$ cat config.mk
export PLATFORM = sky130hd
export DESIGN_NAME = fm_bram_writer_flat
export DESIGN_NICKNAME = d
export VERILOG_FILES = /design/src/rtl/fm_bram_writer_if.sv /design/src/rtl/fm_bram_writer.sv /design/src/flat_wrapper.sv
export SDC_FILE = /design/constraint.sdc
export NUM_CORES = 1
export LEC_CHECK = 0
export BUFFER_PORTS_ARGS = -buffer_cell sky130_fd_sc_hd__buf_2
export CORE_MARGIN = 2
export CORE_UTILIZATION = 33
export DETAILED_ROUTE_END_ITERATION = 8
export SYNTH_ARGS = -nofsm -noshare
export SYNTH_HDL_FRONTEND = slang
export SYNTH_SLANG_ARGS = --single-unit
$ cat constraint.sdc
create_clock -name clk -period 3.33 [get_ports clk]
set_input_delay 0.4995 -clock clk [delete_from_list [all_inputs] [get_ports clk]]
set_output_delay 0.4995 -clock clk [all_outputs]
set_load 0.01 [all_outputs]
$ cat src/rtl/fm_bram_writer_if.sv
// Bus bundle for the feature-map writer: pixel stream in, tile start/status,
// and the dual-port BRAM write side toward conv_2's feature-map memory.
interface fm_bram_writer_if #(
  parameter int DATA_W = 16,
  parameter int ADDR_W = 5
);
  logic              start;
  logic              pix_valid;
  logic [DATA_W-1:0] pix_data;
  logic              pix_ready;
  logic              fm_bram_wea;
  logic              fm_bram_web;
  logic [ADDR_W-1:0] fm_bram_addra;
  logic [ADDR_W-1:0] fm_bram_addrb;
  logic [DATA_W-1:0] fm_bram_dina;
  logic [DATA_W-1:0] fm_bram_dinb;
  logic              busy;
  logic              fm_write_finish;

  modport master (
    output start, pix_valid, pix_data,
    input  pix_ready, fm_bram_wea, fm_bram_web, fm_bram_addra, fm_bram_addrb,
           fm_bram_dina, fm_bram_dinb, busy, fm_write_finish
  );

  modport slave (
    input  start, pix_valid, pix_data,
    output pix_ready, fm_bram_wea, fm_bram_web, fm_bram_addra, fm_bram_addrb,
           fm_bram_dina, fm_bram_dinb, busy, fm_write_finish
  );
endinterface

$ cat src/rtl/fm_bram_writer.sv
// Writes one tile of pooled pixels into the feature-map BRAM, two pixels per
// cycle through ports A (even index) and B (odd index), then pulses finish.
module fm_bram_writer #(
  parameter int DATA_W    = 16,
  parameter int ADDR_W    = 5,
  parameter int NUM_WORDS = 32
) (
  input logic             clk,
  input logic             rst,
  fm_bram_writer_if.slave bus
);

  typedef enum logic [2:0] {IDLE, EVEN, ODD, FLUSH, DONE} state_t;

  localparam logic [ADDR_W:0] LAST_IDX = (ADDR_W + 1)'(NUM_WORDS - 1);

  state_t            state_q, state_d;
  logic [ADDR_W:0]   cnt_q, cnt_d;
  logic [DATA_W-1:0] hold_q, hold_d;
  logic              pix_ready_q, pix_ready_d;
  logic              wea_q, wea_d;
  logic              web_q, web_d;
  logic [ADDR_W-1:0] addra_q, addra_d;
  logic [ADDR_W-1:0] addrb_q, addrb_d;
  logic [DATA_W-1:0] dina_q, dina_d;
  logic [DATA_W-1:0] dinb_q, dinb_d;
  logic              busy_q, busy_d;
  logic              finish_q, finish_d;
  logic              xfer;
  logic [ADDR_W-1:0] idx;

  always_comb begin
    state_d  = state_q;
    cnt_d    = cnt_q;
    hold_d   = hold_q;
    wea_d    = 1'b0;
    web_d    = 1'b0;
    addra_d  = addra_q;
    addrb_d  = addrb_q;
    dina_d   = dina_q;
    dinb_d   = dinb_q;
    finish_d = 1'b0;
    xfer     = bus.pix_valid && pix_ready_q;
    idx      = cnt_q[ADDR_W-1:0];

    case (state_q)
      IDLE: begin
        if (bus.start) begin
          state_d = EVEN;
          cnt_d   = '0;
        end
      end
      EVEN: begin
        if (xfer) begin
          hold_d = bus.pix_data;
          cnt_d  = cnt_q + 1'b1;
          // An odd-sized tile ends on an even pixel with no partner for port B.
          if (cnt_q == LAST_IDX) begin
            state_d = FLUSH;
            wea_d   = 1'b1;
            addra_d = idx;
            dina_d  = bus.pix_data;
          end else begin
            state_d = ODD;
          end
        end
      end
      ODD: begin
        if (xfer) begin
          wea_d   = 1'b1;
          web_d   = 1'b1;
          addra_d = idx - 1'b1;
          addrb_d = idx;
          dina_d  = hold_q;
          dinb_d  = bus.pix_data;
          cnt_d   = cnt_q + 1'b1;
          state_d = (cnt_q == LAST_IDX) ? FLUSH : EVEN;
        end
      end
      FLUSH: begin
        state_d  = DONE;
        finish_d = 1'b1;
      end
      DONE: begin
        state_d = IDLE;
      end
      default: begin
        state_d = IDLE;
      end
    endcase

    pix_ready_d = (state_d == EVEN) || (state_d == ODD);
    busy_d      = (state_d != IDLE);
  end

  always_ff @(posedge clk or negedge rst) begin
    if (!rst) begin
      state_q     <= IDLE;
      cnt_q       <= '0;
      hold_q      <= '0;
      pix_ready_q <= 1'b0;
      wea_q       <= 1'b0;
      web_q       <= 1'b0;
      addra_q     <= '0;
      addrb_q     <= '0;
      dina_q      <= '0;
      dinb_q      <= '0;
      busy_q      <= 1'b0;
      finish_q    <= 1'b0;
    end else begin
      state_q     <= state_d;
      cnt_q       <= cnt_d;
      hold_q      <= hold_d;
      pix_ready_q <= pix_ready_d;
      wea_q       <= wea_d;
      web_q       <= web_d;
      addra_q     <= addra_d;
      addrb_q     <= addrb_d;
      dina_q      <= dina_d;
      dinb_q      <= dinb_d;
      busy_q      <= busy_d;
      finish_q    <= finish_d;
    end
  end

  assign bus.pix_ready       = pix_ready_q;
  assign bus.fm_bram_wea     = wea_q;
  assign bus.fm_bram_web     = web_q;
  assign bus.fm_bram_addra   = addra_q;
  assign bus.fm_bram_addrb   = addrb_q;
  assign bus.fm_bram_dina    = dina_q;
  assign bus.fm_bram_dinb    = dinb_q;
  assign bus.busy            = busy_q;
  assign bus.fm_write_finish = finish_q;

endmodule

$ cat src/flat_wrapper.sv
// flat-port wrapper written by rule: the top's interface ports become plain ports
module fm_bram_writer_flat 
#(
  parameter int DATA_W    = 16,
  parameter int ADDR_W    = 5,
  parameter int NUM_WORDS = 32
)
  (clk, rst, bus_start, bus_pix_valid, bus_pix_data, bus_pix_ready, bus_fm_bram_wea, bus_fm_bram_web, bus_fm_bram_addra, bus_fm_bram_addrb, bus_fm_bram_dina, bus_fm_bram_dinb, bus_busy, bus_fm_write_finish);
  fm_bram_writer_if #(.DATA_W(DATA_W), .ADDR_W(ADDR_W)) bus_i ();
  input logic clk;
  input logic rst;
  input wire logic [$bits(bus_i.start)-1:0] bus_start;
  input wire logic [$bits(bus_i.pix_valid)-1:0] bus_pix_valid;
  input wire logic [$bits(bus_i.pix_data)-1:0] bus_pix_data;
  output wire logic [$bits(bus_i.pix_ready)-1:0] bus_pix_ready;
  output wire logic [$bits(bus_i.fm_bram_wea)-1:0] bus_fm_bram_wea;
  output wire logic [$bits(bus_i.fm_bram_web)-1:0] bus_fm_bram_web;
  output wire logic [$bits(bus_i.fm_bram_addra)-1:0] bus_fm_bram_addra;
  output wire logic [$bits(bus_i.fm_bram_addrb)-1:0] bus_fm_bram_addrb;
  output wire logic [$bits(bus_i.fm_bram_dina)-1:0] bus_fm_bram_dina;
  output wire logic [$bits(bus_i.fm_bram_dinb)-1:0] bus_fm_bram_dinb;
  output wire logic [$bits(bus_i.busy)-1:0] bus_busy;
  output wire logic [$bits(bus_i.fm_write_finish)-1:0] bus_fm_write_finish;
  assign bus_i.start = bus_start;
  assign bus_i.pix_valid = bus_pix_valid;
  assign bus_i.pix_data = bus_pix_data;
  assign bus_pix_ready = bus_i.pix_ready;
  assign bus_fm_bram_wea = bus_i.fm_bram_wea;
  assign bus_fm_bram_web = bus_i.fm_bram_web;
  assign bus_fm_bram_addra = bus_i.fm_bram_addra;
  assign bus_fm_bram_addrb = bus_i.fm_bram_addrb;
  assign bus_fm_bram_dina = bus_i.fm_bram_dina;
  assign bus_fm_bram_dinb = bus_i.fm_bram_dinb;
  assign bus_busy = bus_i.busy;
  assign bus_fm_write_finish = bus_i.fm_write_finish;
  fm_bram_writer #(.DATA_W(DATA_W), .ADDR_W(ADDR_W), .NUM_WORDS(NUM_WORDS)) u_core (.clk(clk), .rst(rst), .bus(bus_i));
endmodule
## Word level (Yosys, flattened, before mapping)

Cells that the tools add are included.
W data, S select, Z words.

| storage, ports and cells | value |
|---|---|
| input port bits | 20 |
| output and inout bits | 47 |
| word-level logic and storage cells | 59 |
| register bits after elaboration | 72 |

| cells by class | value |
|---|---|
| $add $sub $neg | 2 |
| multiplexer cells | 23 |
| reduce and logical (&&, ||, !) cells | 11 |
| equality and inequality tests | 11 |

Operators by type and width:

| kind | count |
|---|---|
| $mux W16 | 3 |
| $pmux W16 S2 | 1 |
| $mux W5 | 3 |
| $mux W6 | 2 |
| $pmux W3 S4 | 1 |
| $pmux W6 S2 | 1 |
| $pmux W5 S2 | 1 |
| $eq A3 B2 Y1 const B | 3 |
| $mux W3 | 3 |
| $ne A2 B1 Y1 const B | 4 |
| $add A6 B1 Y6 const B | 1 |
| $eq A3 B1 Y1 const B | 2 |
| $eq A6 B5 Y1 const B | 1 |
| $mux W1 | 6 |
| $sub A5 B1 Y5 const B | 1 |
| $reduce_and A2 Y1 | 2 |
| $reduce_and A4 Y1 | 1 |
| $reduce_bool A2 Y1 | 2 |
| $logic_not A3 Y1 | 1 |
| $reduce_and A3 Y1 | 1 |
| $reduce_bool A3 Y1 | 1 |
| $mux W2 | 1 |
| $ne A2 B2 Y1 const B | 1 |
| $pmux W1 S2 | 1 |
| other kinds (3) | 3 |

## Logic depth before layout (Yosys ltp)

Gate-level depths: netlist of run 1.

| logic depth | value |
|---|---|
| depth after elaboration | 6 |
| mapped depth | 7 |
| gate-level depth less buffers | 6 |

## Least setup slack after synthesis of run 1

No wires, ideal clock.

| timing path | value |
|---|---|
| path type | input -> register |
| start point | input bus_pix_valid |
| end point | register u_core.addra_q[0] (netlist: u_core.bus.fm_bram_addra[0]) |
| stages on the path | 5 |
| library setup time | 0.125 ns |
| arrival time | 1.731 ns |
| data required time | 3.205 ns |
| slack | 1.474 ns |
| path buffers | 1 |
| path through | nand2_1 > nor3_4 > a31oi_4 > buf_6 > mux2_4 |

| on the way | value |
|---|---|
| cells in the longest elaborated chain, start to end | 3 |
| elaborated cells between the ends (all ways) | 4 |
| classes of those cells | eq/ne (2); reduce/logical (2) |

Ends and longest elaborated chain:

| item | RTL line | source |
|---|---|---|
| from (decl) | flat_wrapper.sv:13 | `input wire logic [$bits(bus_i.pix_valid)-1:0] bus_pix_valid;` |
| $logic_and A1 B1 Y1 (*) | fm_bram_writer.sv:43 | `xfer = bus.pix_valid && pix_ready_q;` |
| $ne A2 B1 Y1 (no source line) | -- |  |
| $reduce_and A4 Y1 (no source line) (*) | -- |  |
| to (signal assigned) | fm_bram_writer.sv:117 | `addra_q <= addra_d;` |
| to (decl) | fm_bram_writer.sv:23 | `logic [ADDR_W-1:0] addra_q, addra_d;` |

Mark *: on every way between the ends. The rest lies on a longest branch, timed or not.
A chain may end at the register's enable or synchronous reset.

## Worst setup path after layout of run 1

| timing path | value |
|---|---|
| start point | register u_core.state_q[1] |
| end point | register u_core.dina_q[12] (netlist: u_core.bus.fm_bram_dina[12]) |

| on the way | value |
|---|---|
| cells in the longest elaborated chain, start to end | 3 |
| elaborated cells between the ends (all ways) | 8 |
| classes of those cells | eq/ne (5); mux (1); reduce/logical (2) |

Ends and longest elaborated chain:

| item | RTL line | source |
|---|---|---|
| from (decl) | fm_bram_writer.sv:17 | `state_t state_q, state_d;` |
| from (signal assigned) | fm_bram_writer.sv:111 | `state_q <= state_d;` |
| $eq A3 B2 Y1 / $eq A3 B1 Y1 (equally long branches) | fm_bram_writer.sv:46 | `case (state_q)` |
| $ne A2 B1 Y1 (no source line) / $reduce_bool A2 Y1 (equally long branches) | -- |  |
| $reduce_and A4 Y1 (no source line) | -- |  |
| to (signal assigned) | fm_bram_writer.sv:119 | `dina_q <= dina_d;` |
| to (decl) | fm_bram_writer.sv:25 | `logic [DATA_W-1:0] dina_q, dina_d;` |

Several ways; a longest one is shown, not always the timed one.

==> results of run 1 <==
power breakdown:
group | internal, W | total, W | switching, W
Combinational | 0.000634 | 0.00115 | 0.000517
Sequential | 0.00124 | 0.00148 | 0.000240
Clock | 0.000309 | 0.000636 | 0.000328
registers in the layout (all words and copies together) (netlist names):
name,count
u_core.bus.fm_bram_dinb,16
u_core.state_q,3
u_core.bus.pix_ready,1
u_core.bus.fm_bram_addrb,5
u_core.hold_q,16
u_core.bus.fm_bram_wea,1
u_core.bus.busy,1
u_core.bus.fm_bram_web,1
u_core.bus.fm_bram_addra,5
u_core.bus.fm_write_finish,1
u_core.bus.fm_bram_dina,16
u_core.cnt_q,6
cell usage after synthesis (all sizes together):
cell type / number / area (sq um)
nand3: 1 / 5.00
buf: 10 / 97.6
xnor2: 6 / 52.6
and2: 1 / 6.26
nand4: 1 / 6.26
inv: 5 / 18.8
nand2b: 1 / 6.26
clkbuf: 3 / 11.3
a21oi: 1 / 5.00
nor4b: 1 / 8.76
nor4: 4 / 31.3
o22ai: 1 / 6.26
nor4bb: 1 / 10.0
nand3b: 1 / 7.51
a31oi: 1 / 21.3
or4b: 1 / 10.0
o21bai: 2 / 15.0
xor2: 2 / 17.5
nor3: 3 / 26.3
dfrtp: 72 / 1800
mux2i: 2 / 20.0
or3b: 1 / 8.76
o21ai: 1 / 5.00
mux2: 74 / 905
and3: 1 / 6.26
o31ai: 1 / 7.51
ha: 2 / 25.0
a2111oi: 1 / 8.76
nand2: 8 / 30.0
nor2b: 1 / 6.26
nor2: 10 / 53.8
final timing paths:
path	start	endpoint	depth (start not counted)
max in group asynchronous	rst	u_core.bus.fm_bram_dina[12]	2
hold reg to reg	u_core.bus.fm_bram_addra[4]	u_core.bus.fm_bram_addra[4]	1
setup reg to reg	u_core.state_q[1]	u_core.bus.fm_bram_dina[12]	4
min in group clk	bus_pix_data[2]	u_core.bus.fm_bram_dinb[2]	2
setup / recovery	u_core.state_q[1]	u_core.bus.fm_bram_dina[12]	4
hold / removal	rst	u_core.bus.fm_bram_dinb[6]	1
layout make-up:
cell class,instances,area share
clock buffers,11,0.0391
clock inverters,5,0.00807
inverters,5,0.00484
multi-input cells,130,0.339
flip-flops and latches,72,0.465
well taps,133,0.0430
repair buffers,71,0.101
per-stage QoR:
| stage | util | power (W) | area, sq um | hold slack (ps) | std cells |
|---|---|---|---|---|---|
| floorplan | - | 0.00227 | 3240 | 204 | 220 |
| global placement | 0.383 | 0.00263 | 3690 | 482 | 411 |
| detailed placement | 0.383 | 0.00267 | 3690 | 489 | 411 |
| CTS | 0.402 | 0.00333 | 3870 | 286 | 427 |
| global route | 0.402 | 0.00351 | 3870 | 312 | 427 |
| finish | 0.402 | 0.00327 | 3870 | 263 | 427 |
cell families (layout without fill, tap and decap cells):
group / Yosys count / after routing
muxes: 76 / 76
DFF: 72 / 72
and+or+nand+nor: 36 / 36
buffers and inverters: 18 / 92
AOI/OAI and AO/OA: 8 / 8
xor gates and xnor gates: 8 / 8
adders and majority gates: 2 / 2
worst max-delay path, cell delays in order (launching register included):
cell     delay (ps)
dfrtp_1         570
or3b_1          490
buf_4           300
mux2_4          330
mux2_2          260
routing by layer:
metal  vias up  global-route usage  share of wire
li1        910                   -              -
met1       968               0.168           0.47
met2        58               0.187           0.46
met3         7              0.0332          0.052
met4         0              0.0577          0.015
met5         -                   0              0
==> flow_summary.yaml, run 1 <==
status:
  status: "finished, final reports clean"
cells_and_area:
  final_cell_mix: "72 x dfrtp_1, 66 x buf_2, 55 x mux2_2"
  fillers: 934
  multi_input_area_sq_mm: 0.00131
  area_growth_syn_to_layout_pct: 19.5
  diodes: 0
  regArea_sq_mm: 0.00180
  final_nets: 311
  mostFrequentLayoutCell: "dfrtp_1"
  drive_gt1_frac: 0.565
synth:
  synthSimpleGateAreaFrac: 0.0687
  ys_types: 37
  synth-seq-cells: 72
  ys_warn_count: 0
  synth_compound_area_frac: 0.0212
  synthXorXnorAreaFrac: 0.0216
  syn_inst: 220
  synth_area_per_cell_sq_um: 14.7
  syn_area_sq_mm: 0.00324
  synthAdderAreaFrac: 0.00772
  synth_top_family_by_area: "multiplexers"
  ys_seq_area_frac: 0.556
  muxShareOfSynthArea: 0.285
  syn_nets: 242
clock_tree:
  clkTransAtPathRegs_ps: 80
  cts.sink_count: 72
  cts_root_buf: "clkbuf_8"
  cts_resized: 0
  cts_tree: "yes"
  clk-insertion-delay-late_ps: 340
  cts_inserted_buffers: 9
  clk_path_buf_depth: 2
  h-tree-depth: 3
  postCtsHoldBufs: 0
  cts_setup_buffers: 0
critical_path:
  cp-end-kind: "flip-flop"
  crit_fanout: 22
  arrival_ps: 2280
  path_class: "flip-flop to flip-flop"
  cp.required_ps: 3550
  ff2ff_setup_slack_ps: 1270
  startpoint_type: "flip-flop"
place:
  dpl_worst_slack_ps: 1020
  routabilityCongestion: 0.757
  dp_hpwl_microns: 4290
  io_buffers: 66
grt:
  overflow: 0
  track_usage: 0.125
  grt_antenna_before_repair: 0
  grt_pass1_vias: 1901
  grt_start_max_net_pins: 38
  grt_pass1_wl_microns: 9760
run:
  cap_violations: 0
drt:
  ant_nets: 0
  via_per_inst: 4.55
  first_iter_violations: 48
  route.detailed.drc: 0
  drt-pass1-iter-count: 4
  routedWlPerCell_microns: 14.6
  vias: 1943
  drt-total-wl_microns: 6250
die:
  die_area_sq_mm: 0.0106
  row_count: 36
  core_sq_mm: 0.00964
  dieHeight_microns: 103
  die_w_microns: 103
  initial_core_util: 0.336
  ios: 67
power_and_ir_drop:
  p_per_area_mw_per_mm2: 844
  ir_drop_mv: 0.295
  leakage_nw: 1.91
sta:
  worst_pin_slew_ps: 878
  setup_viol: 0
  rsz0062_at_grt: "no"
  fin_skew_ps: 9.65
  fmax_mhz: 485
  worst_slack_ps: 1270
  min_period_ps: 2060
  drv_slew: 0
  final_hold_viol_count: 0
  max_slew_margin: 0.406
  timing.setup.tns_ps: 0
  fin_crit_sh: 0.619
min_path:
  min_path_type: "input port to asynchronous set/reset pin"
(Power assumes the default switching activity.)
==> run 2, diff against run 1 <==
Clock period 3.33 ns to 2.1 ns, I/O delays scaled along.
==> run 2 against run 1 <==
Against the previous run:
- critical path depth unchanged
- worst hold slack worse by 42 ps
- sequential power up 53%
- total power up 68%
- critical path type unchanged
- critical endpoint is now u_core.bus.fm_bram_dina[11]
- largest cell class unchanged
==> flow_summary.yaml, run 2 (synthesized netlist as in run 1, its figures left out) <==
power_and_ir_drop:
  p_per_area_mw_per_mm2: 1380
  leakage_nw: 1.98
  ir_drop_mv: 0.536
cells_and_area:
  layout.cells.non_filler: 437
  diodes: 0
  area_growth_syn_to_layout_pct: 22.8
  fillers: 947
  mostFrequentLayoutCell: "dfrtp_1"
  drive_gt1_frac: 0.576
  postLayoutCellArea_sq_mm: 0.00398
  final_nets: 321
  final_core_util: 0.413
  final_cell_mix: "72 x dfrtp_1, 66 x buf_2, 55 x mux2_2"
drt:
  routedWlPerCell_microns: 14.3
  drt-pass1-iter-count: 4
  first_iter_violations: 64
  route.detailed.drc: 0
  via_per_inst: 4.48
  vias: 1957
  ant_nets: 0
  drt-total-wl_microns: 6260
place:
  routabilityCongestion: 0.769
  dpl_worst_slack_ps: 203
  placedCellCount: 420
  io_buffers: 66
  place_area_sq_mm: 0.00375
  dp_hpwl_microns: 4340
clock_tree:
  h-tree-depth: 3
  cts_tree: "yes"
  cts.sink_count: 72
  postCtsHoldBufs: 1
  cts_setup_buffers: 0
  clk_path_buf_depth: 2
  cts_root_buf: "clkbuf_8"
  cts_resized: 0
  cts_inserted_buffers: 9
  clkTransAtPathRegs_ps: 80
  clk-insertion-delay-late_ps: 350
grt:
  track_usage: 0.125
  grt_start_max_net_pins: 73
  grt_antenna_before_repair: 0
  overflow: 0
  grt_pass1_wl_microns: 9910
  grt_pass1_vias: 1944
sta:
  worst_slack_ps: 217
  fmax_mhz: 531
  drv_slew: 0
  timing.setup.tns_ps: 0
  fin_crit_sh: 0.897
  min_period_ps: 1880
  worst_pin_slew_ps: 416
  final_hold_viol_count: 0
  rsz0062_at_grt: "no"
  fin_skew_ps: 15.4
  setup_viol: 0
  max_slew_margin: 0.719
critical_path:
  path_class: "flip-flop to flip-flop"
  startpoint_type: "flip-flop"
  cp_slowest_cell: "or3b_1"
  cp_top_family: "multiplexers"
  cp-end-kind: "flip-flop"
  max_stage_delay_ps: 490
  cp_cell_sequence: "or3b_1, buf_4, mux2_4, mux2_2"
  crit_fanout: 13
  arrival_ps: 2120
  crit_buf_inv: 1
  cp.required_ps: 2340
run:
  cap_violations: 0
die:
  core_sq_mm: 0.00964
  ios: 67
  dieHeight_microns: 103
  die_area_sq_mm: 0.0106
  initial_core_util: 0.336
  die_w_microns: 103
  row_count: 36
min_path:
  min_path_type: "input port to flip-flop"
status:
  status: "finished, final reports clean"
-- run 2: cell types whose count changed in the layout (fill, tap and decap cells not counted) --
cell	change
buf_4	+10
inv_6	+3
bufinv_16	+2
clkbuf_8	-2
clkinv_2	-2
buf_12	-1
clkinvlp_4	-1
dlygate4sd3_1	+1
-- run 2: cell type report --
type / instances / area (sq um) / share of cell area
flip-flops and latches: 72 / 1800 / 0.453
multi-input cells: 130 / 1310 / 0.329
repair buffers: 81 / 458 / 0.115
well taps: 133 / 166 / 0.0418
clock buffers: 9 / 124 / 0.0311
clock inverters: 7 / 100 / 0.0251
inverters: 5 / 18.8 / 0.00472
-- run 2: final timing paths --
kind | start | endpoint | slack (ps) | cells after the start
worst max-delay path | u_core.state_q[2] | u_core.bus.fm_bram_dina[11] | 220 | 4
worst min-delay path | bus_pix_data[11] | u_core.hold_q[11] | 220 | 2
worst max register to register | u_core.state_q[2] | u_core.bus.fm_bram_dina[11] | 220 | 4
worst min register to register | u_core.bus.fm_bram_dinb[4] | u_core.bus.fm_bram_dinb[4] | 510 | 1
max in group asynchronous | rst | u_core.cnt_q[3] | 1270 | 3
min in group asynchronous | rst | u_core.bus.fm_bram_dinb[5] | 510 | 3
-- run 2: metal layers --
layer	part of all wire	vias to the layer above	global-route usage	wire length, microns
met5	0	-	0	0
met4	0.013	0	0.0486	83
met3	0.058	8	0.0468	361
met2	0.45	53	0.189	2840
met1	0.47	966	0.164	2970
li1	-	930	-	-
-- run 2: power by group --
group / internal (W) / switching, W / leakage (nW)
combinational: 0.00106 / 0.000903 / 0.958
sequential: 0.00197 / 0.000297 / 0.903
clock: 0.000681 / 0.000566 / 0.115
total: 0.00371 / 0.00177 / 1.98
-- run 2: per-stage QoR --
step	hold WS, ps	power, W
after floorplan	19.4	0.00361
after global placement	376	0.00425
after detailed placement	376	0.00430
after CTS	207	0.00556
after global routing	205	0.00587
final	221	0.00548
